===== config.mk =====
export PLATFORM = sky130hd
export DESIGN_NAME = rop_dcr_bank
export DESIGN_NICKNAME = d
export VERILOG_FILES = /design/src/rtl/rop_types_pkg.sv /design/src/rtl/rop_dcr_credit.sv /design/src/rtl/rop_dcr_bank.sv
export SDC_FILE = /design/constraint.sdc
export NUM_CORES = 2
export LEC_CHECK = 0
export CORE_UTILIZATION = 40
export DETAILED_ROUTE_END_ITERATION = 7
export GPL_TIMING_DRIVEN = 0
export HOLD_SLACK_MARGIN = 0.03
export PLACE_DENSITY = 0.54
export REMOVE_ABC_BUFFERS = 1
export SLEW_MARGIN = 20
export SYNTH_ARGS = -nofsm -noshare
export SYNTH_HDL_FRONTEND = slang
export SYNTH_SLANG_ARGS = --single-unit
export TNS_END_PERCENT = 50

===== constraint.sdc =====
create_clock -name clk -period 2.8 [get_ports clk]
set_clock_uncertainty 0.1 [all_clocks]
set_input_delay 0.28 -clock clk [delete_from_list [all_inputs] [get_ports clk]]
set_output_delay 0.28 -clock clk [all_outputs]
set_load 0.01 [all_outputs]

===== src/rtl/rop_types_pkg.sv =====
// Shared ROP state definitions: DCR word layout, the unpacked state struct
// and the helper that turns a flat readout vector into that struct.
package rop_types;

  localparam int ROP_DCR_WORDS = 16;

  localparam int CBUF_ADDR     = 0;
  localparam int CBUF_PITCH    = 1;
  localparam int CBUF_MASK     = 2;
  localparam int ZBUF_ADDR     = 3;
  localparam int ZBUF_PITCH    = 4;
  localparam int DEPTH         = 5;
  localparam int STENCIL_FRONT = 6;
  localparam int STENCIL_BACK  = 7;
  localparam int BLEND_MODE    = 8;
  localparam int BLEND_FUNC    = 9;
  localparam int BLEND_CONST   = 10;
  localparam int LOGIC_OP      = 11;

  typedef struct packed {
    logic [31:0] cbuf_addr;
    logic [31:0] cbuf_pitch;
    logic [31:0] cbuf_mask;
    logic [31:0] zbuf_addr;
    logic [31:0] zbuf_pitch;
    logic [31:0] depth;
    logic [31:0] stencil_front;
    logic [31:0] stencil_back;
    logic [31:0] blend_mode;
    logic [31:0] blend_func;
    logic [31:0] blend_const;
    logic [31:0] logic_op;
  } rop_dcrs_t;

  // Word 0 sits in the LSBs of the flat vector; words 12..15 are spare.
  function automatic rop_dcrs_t rop_dcr_unpack(input logic [ROP_DCR_WORDS*32-1:0] words);
    rop_dcrs_t d;
    d.cbuf_addr     = words[CBUF_ADDR*32     +: 32];
    d.cbuf_pitch    = words[CBUF_PITCH*32    +: 32];
    d.cbuf_mask     = words[CBUF_MASK*32     +: 32];
    d.zbuf_addr     = words[ZBUF_ADDR*32     +: 32];
    d.zbuf_pitch    = words[ZBUF_PITCH*32    +: 32];
    d.depth         = words[DEPTH*32         +: 32];
    d.stencil_front = words[STENCIL_FRONT*32 +: 32];
    d.stencil_back  = words[STENCIL_BACK*32  +: 32];
    d.blend_mode    = words[BLEND_MODE*32    +: 32];
    d.blend_func    = words[BLEND_FUNC*32    +: 32];
    d.blend_const   = words[BLEND_CONST*32   +: 32];
    d.logic_op      = words[LOGIC_OP*32      +: 32];
    return d;
  endfunction

endpackage


===== src/rtl/rop_dcr_credit.sv =====
// In-flight fragment credit counter. Issue is accepted only while the owner
// allows it and credits remain; a retire with nothing in flight is a protocol
// error that leaves the count at zero.
module rop_dcr_credit #(
  parameter int MAX_INFLIGHT = 64,
  localparam int CNT_BITS    = $clog2(MAX_INFLIGHT + 1)
) (
  input  logic                clk,
  input  logic                reset,
  input  logic                accept_en,
  input  logic                issue_valid,
  output logic                issue_ready,
  input  logic                retire,
  output logic [CNT_BITS-1:0] inflight
);

  logic issue;

  assign issue_ready = accept_en && (inflight < CNT_BITS'(MAX_INFLIGHT));
  assign issue       = issue_valid && issue_ready;

  // Count up on accepted issue, down on retire; both together cancel out.
  always_ff @(posedge clk) begin
    if (reset) begin
      inflight <= '0;
    end else if (issue && !retire) begin
      inflight <= inflight + 1'b1;
    end else if (!issue && retire && (inflight != '0)) begin
      inflight <= inflight - 1'b1;
    end
  end

  underflow_chk: assert property (@(posedge clk) disable iff (reset)
    !(retire && !issue && (inflight == '0)));

endmodule


===== src/rtl/rop_dcr_bank.sv =====
// Multi-render-target DCR state bank for the ROP front-end.
// Writes land in a per-target shadow copy which is promoted to the active copy
// only after all in-flight fragments retire (DRAIN then SWAP), so state never
// changes mid-draw.
// Build option ROP_DCR_SHADOW_EN: when defined, shadow storage is built and the
// commit copies it to active; when undefined, writes go straight to active and
// the commit is only a drain barrier.
module rop_dcr_bank
  import rop_types::*;
#(
  parameter int NUM_RTS       = 4,
  parameter int DCR_WORDS     = ROP_DCR_WORDS,
  parameter int MAX_INFLIGHT  = 64,
  localparam int RT_BITS      = (NUM_RTS > 1) ? $clog2(NUM_RTS) : 1,
  localparam int WORD_BITS    = (DCR_WORDS > 1) ? $clog2(DCR_WORDS) : 1,
  localparam int CNT_BITS     = $clog2(MAX_INFLIGHT + 1)
) (
  input  logic                         clk,
  input  logic                         reset,
  input  logic                         dcr_wr_valid,
  input  logic [RT_BITS+WORD_BITS-1:0] dcr_wr_addr,
  input  logic [31:0]                  dcr_wr_data,
  input  logic                         commit_req,
  output logic                         commit_busy,
  output logic                         commit_done,
  input  logic                         frag_issue_valid,
  output logic                         frag_issue_ready,
  input  logic                         frag_retire,
  output logic [CNT_BITS-1:0]          inflight,
  input  logic [RT_BITS-1:0]           rd_rt_idx,
  output logic [DCR_WORDS*32-1:0]      rd_data
);

  localparam logic [1:0] ST_IDLE  = 2'd0;
  localparam logic [1:0] ST_DRAIN = 2'd1;
  localparam logic [1:0] ST_SWAP  = 2'd2;

  logic [1:0]           state;
  logic [RT_BITS-1:0]   wr_rt;
  logic [WORD_BITS-1:0] wr_word;
  logic                 wr_ok;
  logic                 rd_ok;
  logic [RT_BITS-1:0]   rd_sel;
  logic [31:0]          active_q [NUM_RTS][DCR_WORDS];

  assign wr_rt   = dcr_wr_addr[WORD_BITS +: RT_BITS];
  assign wr_word = dcr_wr_addr[WORD_BITS-1:0];
  assign wr_ok   = dcr_wr_valid && (int'(wr_rt) < NUM_RTS) && (int'(wr_word) < DCR_WORDS);

  assign rd_ok  = int'(rd_rt_idx) < NUM_RTS;
  assign rd_sel = rd_ok ? rd_rt_idx : '0;

  assign commit_busy = (state != ST_IDLE);

  rop_dcr_credit #(
    .MAX_INFLIGHT (MAX_INFLIGHT)
  ) u_credit (
    .clk         (clk),
    .reset       (reset),
    .accept_en   (state == ST_IDLE),
    .issue_valid (frag_issue_valid),
    .issue_ready (frag_issue_ready),
    .retire      (frag_retire),
    .inflight    (inflight)
  );

  // Commit sequencer: requests outside IDLE are dropped, DRAIN waits for zero credits.
  always_ff @(posedge clk) begin
    if (reset) begin
      state <= ST_IDLE;
    end else begin
      case (state)
        ST_IDLE:  if (commit_req) state <= ST_DRAIN;
        ST_DRAIN: if (inflight == '0) state <= ST_SWAP;
        ST_SWAP:  state <= ST_IDLE;
        default:  state <= ST_IDLE;
      endcase
    end
  end

  // Completion pulse follows the SWAP cycle by one register stage.
  always_ff @(posedge clk) begin
    if (reset) begin
      commit_done <= 1'b0;
    end else begin
      commit_done <= (state == ST_SWAP);
    end
  end

`ifdef ROP_DCR_SHADOW_EN
  logic [31:0] shadow_q [NUM_RTS][DCR_WORDS];

  // Shadow capture accepts in-range writes in every state.
  always_ff @(posedge clk) begin
    if (reset) begin
      for (int r = 0; r < NUM_RTS; r++)
        for (int w = 0; w < DCR_WORDS; w++)
          shadow_q[r][w] <= '0;
    end else if (wr_ok) begin
      shadow_q[wr_rt][wr_word] <= dcr_wr_data;
    end
  end

  // Promotion copies every target at once; a write landing in SWAP is forwarded in.
  always_ff @(posedge clk) begin
    if (reset) begin
      for (int r = 0; r < NUM_RTS; r++)
        for (int w = 0; w < DCR_WORDS; w++)
          active_q[r][w] <= '0;
    end else if (state == ST_SWAP) begin
      for (int r = 0; r < NUM_RTS; r++)
        for (int w = 0; w < DCR_WORDS; w++)
          active_q[r][w] <= (wr_ok && (int'(wr_rt) == r) && (int'(wr_word) == w))
                            ? dcr_wr_data : shadow_q[r][w];
    end
  end
`else
  // Without shadowing, writes update the active copy directly.
  always_ff @(posedge clk) begin
    if (reset) begin
      for (int r = 0; r < NUM_RTS; r++)
        for (int w = 0; w < DCR_WORDS; w++)
          active_q[r][w] <= '0;
    end else if (wr_ok) begin
      active_q[wr_rt][wr_word] <= dcr_wr_data;
    end
  end
`endif

  // Registered readout of the selected target; unknown targets read as zero.
  always_ff @(posedge clk) begin
    if (reset) begin
      rd_data <= '0;
    end else begin
      for (int w = 0; w < DCR_WORDS; w++)
        rd_data[w*32 +: 32] <= rd_ok ? active_q[rd_sel][w] : 32'h0;
    end
  end

endmodule

# Yosys cells after proc, flatten, opt, wreduce, memory -nomap -nowiden
# Memory sizes are Yosys's and may differ from the RTL's. A register that Yosys moved wholly into a read port is not among the register bits.
# Index checks and enable logic that the tools add are counted.
[word_totals]
n_memories = 1
in_bits = 46
ramBits = 2048
regBits = 10
[mem_list]
columns = ["name", "depth", "width", "read_ports", "rd_ports_with_merged_regs", "wr", "line", "source"]
rows = [
  ["active_q", 4, 512, 1, 1, 4, "rop_dcr_bank.sv:44", "logic [31:0] active_q [NUM_RTS][DCR_WORDS];"],
]
[op_classes]
n_reduce_logical = 15
n_mux = 15
n_addsub = 2
bitwise = 1
eq_ne = 4
magnitude_cmp = 3
[ops]
columns = ["cell", "count"]
rows = [
  ["two-way mux 512 bit", 3],
  ["OR reduction 512 bit", 1],
  ["demux 32 bit (select 4 bit)", 1],
  ["two-way mux 32 bit", 1],
  ["two-way mux 7 bit", 2],
  ["adder 7 x 1 -> 7 bit, second input constant", 1],
  ["zero test 7 bit", 1],
  ["less-than comparator 7 bit, second input constant", 1],
  ["nonzero test 7 bit", 1],
  ["subtractor 7 x 1 -> 7 bit, second input constant", 1],
  ["logical AND 1 bit", 6],
  ["two-way mux 2 bit", 3],
  ["greater-or-equal comparator 5 bit, second input constant", 1],
  ["less-than comparator 5 x 1 -> 1 bit, second input constant", 1],
  ["NOT 4 -> 5 bit", 1],
  ["two-way mux 1 bit", 4],
  ["!= test 2 bit, second input constant", 2],
  ["one-hot mux 2 bit (2 select lines)", 1],
  ["nonzero test 2 bit", 2],
  ["== test 2 x 1 -> 1 bit, second input constant", 1],
  ["== test 2 bit, second input constant", 1],
  ["zero test 1 bit", 2],
  ["zero test 2 bit", 1],
  ["AND reduction 2 bit", 1],
]

# Longest topological paths before layout
[depth]
word_depth = 8
mapped_depth = 8

# By module
# A second synthesis with hierarchy kept.
[hier_totals]
hier_cells = 7328
hier_area_um2 = 101806.4
[by_module_without_submodules]
columns = ["module", "cells_each", "seq_area_each_um2", "instances", "area_per_inst_um2"]
rows = [
  ["rop_dcr_bank", 7270, 71808.9, 1, 101273.4],
  ["rop_dcr_credit", 58, 140.1, 1, 533.0],
]

# Worst setup path after synthesis
# OpenSTA, ideal clock, no wires.
[synth_timing]
path_type = "register to register"
from = "register u_credit.inflight[6]"
to = "register u_credit.inflight[6]"
required_time_ns = 2.576
synth_period_minus_slack_ns = 2.574
t_arrival_ns = 2.350
path_slack_ns = 0.226
path_buffers = 0
stages_incl_launch_ff = 9
cell_sequence = "dfxtp_1 > or4b_4 > nor2_8 > inv_2 > fa_1 > a21o_1 > a2111oi_0 > o21ai_0 > mux2i_1"
[synth_between]
elab_chain_cells = 7
elab_cells_between_ends = 13
cone_classes = "add/sub: 2; order compare: 1; mux: 2; reduce/logical: 8"
[synth_lines]
columns = ["element", "line", "source"]
rows = [
  ["from (decl)", "rop_dcr_credit.sv:14", "output logic [CNT_BITS-1:0] inflight"],
  ["from (signal assigned)", "rop_dcr_credit.sv:27", "inflight <= inflight + 1'b1;"],
  ["from (signal assigned)", "rop_dcr_credit.sv:29", "inflight <= inflight - 1'b1;"],
  ["less-than comparator 7 bit", "rop_dcr_credit.sv:19", "assign issue_ready = accept_en && (inflight < CNT_BITS'(MAX_INFLIGHT));"],
  ["logical AND 1 bit", "rop_dcr_credit.sv:19", ""],
  ["logical AND 1 bit", "rop_dcr_credit.sv:20", "assign issue = issue_valid && issue_ready;"],
  ["zero test 1 bit", "rop_dcr_credit.sv:28", "end else if (!issue && retire && (inflight != '0)) begin"],
  ["logical AND 1 bit (2 in a row)", "rop_dcr_credit.sv:28", ""],
  ["nonzero test 2 bit (no source line)", "-", ""],
]
# Parallel ways exist; a longest one is shown, timed or not. The select of a mux whose other input is x is not followed.
# A chain may end at the register's enable or synchronous reset.

==> impl_metrics.csv <==
group,metric,value,unit
timing,rsz0062_at_grt,"true",
timing,fin_crit_sh,99.69,%
global_routing,grt_max_degree,97,
status,status,"finished, violations left",
timing,timing.fmax,0.3583,GHz
synth,ys_warn_count,0,
worst_setup_path,cp_max_fo,51,
status,violations,"DRC",
finish,layout-drive-gt1-share,18.68,%
worst_setup_path,critical_path_class,"in2reg",
timing,layout_min_cycle_time,2.791,ns
global_routing,antenna_found_initial,21,
finish,fin_cells,10670,
timing,setup_viol,0,
global_routing,gr-total-overflow,0,
worst_setup_path,worstPathArrival,3.27,ns
routing,vias,55000,
die,io_pins,568,
timing,finalHoldViolCount,0,
worst_setup_path,regToRegSetupSlack,0.11,ns
cts,numClockSinks,2570,
die,rows,186,
synth,synth.avg_cell_area,15.96,um^2
worst_setup_path,crit_path_start_kind,"primary input",
worst_setup_path,timing.critical_path.cells,"buf_8 > buf_16 > buf_16 > buf_16 > and4bb_4 > nand3_1 > nor2_4 > buf_16 > or2_4",
timing,slew_viol_final,0,
synth,synth_cell_types,46,
worst_setup_path,cp-end-kind,"flop",
finish,syn2layout_area_growth,22.09,%
routing,drtIter0Drc,5068,
die,die_area,259700,um^2
die,initial_core_util,40.20,%
die,core_area,256500,um^2
die,die-height,509.7,um
worst_setup_path,r2r_cells,8,
cts,cts_made_buffers,296,
routing,ant_nets,0,
finish,final-seq-area,71950,um^2
synth,synth-seq-area-share,69.79,%
worst_setup_path,worst-path-buf-inv,5,
die,die_x,509.7,um
synth,syn_inst,6461,
synth,synth-seq-cells,2570,
worst_hold_path,whs_endpoint,"rd_data[90]$_SDFF_PP0_",
global_routing,grt_pass1_wl,416000,um
global_routing,grt_usage,22.73,%
power,power_density,706.8,nW/um^2
finish,layout_commonest_cell,"and2_1",
routing,viasPerCell,5.154,
finish,fillers,21740,
placed_design,io_buffer_count,567,
placed_design,dp_hpwl,171100,um
cts,htreeDepth,5,
worst_setup_path,crit_top_cell,"buf_16",
synth,synth_flop_cell,"edfxtp_1",
global_routing,grt_pass1_vias,56040,
worst_setup_path,r2r-end,"u_credit.inflight[5]$_SDFFE_PP0P_",
cts,insertion_delay,0.91,ns
synth,synth_edf_count,2048,
routing,avgRoutedWirePerCell,27.86,um
power,p_total,88.96,mW
worst_setup_path,crit_slowest_cell,"and4bb_4",
job,max_cap_violations,0,
timing,worstMarginPinSlew,0.9687,ns
routing,drc,3,
cts,clockBufferDepth,4,
worst_setup_path,cp.required,3.28,ns
worst_hold_path,hold_class,"in2reg",
routing,first_pass_iters,7,
synth,netlist_area,103100,um^2
finish,multi_input_area,29950,um^2
finish,layout_common_cells,"and2_1 (2049), edfxtp_1 (2048), clkdlybuf4s50_1 (532), dfxtp_1 (522), mux4_2 (512)",
worst_hold_path,whs_path_depth,3,
placed_design,finalWeightedCongestion,0.7254,
worst_setup_path,r2r-start,"u_credit.inflight[6]$_SDFFE_PP0P_",
synth,ys_async_sr_fraction,0,%
power,vdd_drop_max,568.4,uV
worst_setup_path,cp_slowest_stage_delay,0.53,ns
timing,hold-worst-slack,0.05337,ns
finish,layout.nets,7091,
power,p_leak,44.14,nW
worst_setup_path,critPathTopFamily,"simple AND/OR/NAND/NOR gates",
timing,maxSlewHeadroom,35.21,%
cts,cts_tree,"built",
placed_design,dp.cells,9931,
cts,root_buffer,"clkbuf_16",
worst_hold_path,hp-start,"reset",
routing,routed_wl,297300,um
cts,clkTransAtPathRegs,0.06,ns
==> cell type report <==
cell class | instances | area share (%)
clock buffer | 431 | 6.820
clock inverter | 92 | 0.5835
tap | 3384 | 3.364
inverter | 2 | 0.007953
antenna | 23 | 0.04573
sequential | 2570 | 57.17
multi-input combinational | 3326 | 23.80
timing repair buffer | 843 | 8.214
==> cell usage after synthesis (all sizes together) (2+ instances only) <==
| library cell | count | share of area (%) |
|---|---|---|
| and2 | 2049 | 12 |
| dfxtp | 522 | 10 |
| or3 | 2 | 0.012 |
| nand2b | 2 | 0.012 |
| a21oi | 5 | 0.024 |
| and3 | 3 | 0.018 |
| nor3 | 4 | 0.019 |
| mux4 | 512 | 11 |
| nand2 | 13 | 0.047 |
| ha | 5 | 0.061 |
| edfxtp | 2048 | 60 |
| and4bb | 2 | 0.024 |
| a2111oi | 3 | 0.025 |
| nand3 | 7 | 0.034 |
| buf | 121 | 0.51 |
| inv | 2 | 0.0073 |
| xor2 | 2 | 0.017 |
| o21ai | 2 | 0.0097 |
| nor3b | 2 | 0.015 |
| a21o | 2 | 0.015 |
| nor2 | 71 | 0.27 |
| clkbuf | 482 | 1.8 |
| or2 | 66 | 0.40 |
| nor2b | 515 | 3.1 |
==> report_power, final <==
group / internal [mW] / switching, mW / leakage [nW]
Combinational: 3.43 / 3.85 / 15.7
Clock: 22.1 / 15.3 / 4.59
Sequential: 43.3 / 0.876 / 23.8
Total: 68.9 / 20.0 / 44.1
==> worst max path at each step <==
stage,cells after the start,slack [ns],end,startpoint
finish,9,0.009,active_q[0][131]$_SDFFCE_PN0P_,reset
global route,9,-0.005,active_q[0][144]$_SDFFCE_PN0P_,reset
CTS,8,-0.10,u_credit.inflight[6]$_SDFFE_PP0P_,u_credit.inflight[6]$_SDFFE_PP0P_
detailed placement,9,-2.20,active_q[0][393]$_SDFFCE_PN0P_,reset
global placement,3,-36.04,rd_data[56]$_SDFF_PP0_,rd_rt_idx[0]
floorplan,4,0.19,active_q[0][384]$_SDFFCE_PN0P_,dcr_wr_addr[2]
==> cell families (layout without fill, tap and decap cells) <==
family                     count (synthesis)  after routing  share of synthesized area, %
and+or+nand+nor                         2742           2782                         16.48
DFF                                     2570           2570                         69.79
buffers and inverters                    605           1368                         2.270
muxes                                    513            513                         11.20
AOI/OAI and AO/OA                         23             23                        0.1639
adders and majority gates                  6              6                       0.08011
xor gates and xnor gates                   2              2                       0.01700
other                                      0             23                             0
==> per-stage QoR <==
step	util [%]	worst slack, ns	setup TNS [ns]	area, um^2
floorplan	-	0.1928	0	100800
global placement	43.15	-36.04	-	110700
detailed placement	44.56	-2.201	-5621.32	114300
CTS	48.97	-0.1040	-0.2052	125600
global route	49.05	-0.004801	-0.005576	125800
finish	49.08	0.008783	0	125900
==> registers in the layout, indices dropped and copies added (netlist names) <==
| register | count |
|---|---|
| active_q | 2048 |
| rd_data | 512 |
| u_credit.inflight | 7 |
| state | 2 |
| commit_done | 1 |
==> tightest hold or removal path: cells and delay by family <==
family / cells / cell delay, ns
simple gates: 1 / 0.26
buf+inv: 2 / 0.41
==> layer usage <==
layer,share of wire (%),GRT usage (%)
met3,5.8,3.282
met4,2.5,6.007
met1,42,31.15
met5,0,0
met2,49,37.87
==> repair_timing <==
item                        CTS  global route
hold buffers                 93             0
cloned                       40             5
buffers inserted             44            12
setup endpoints to repair  2722           437
gates resized for setup     114            18
hold endpoints to repair   1052             0
pin swaps                    41             5
(Power assumes the default switching activity.)
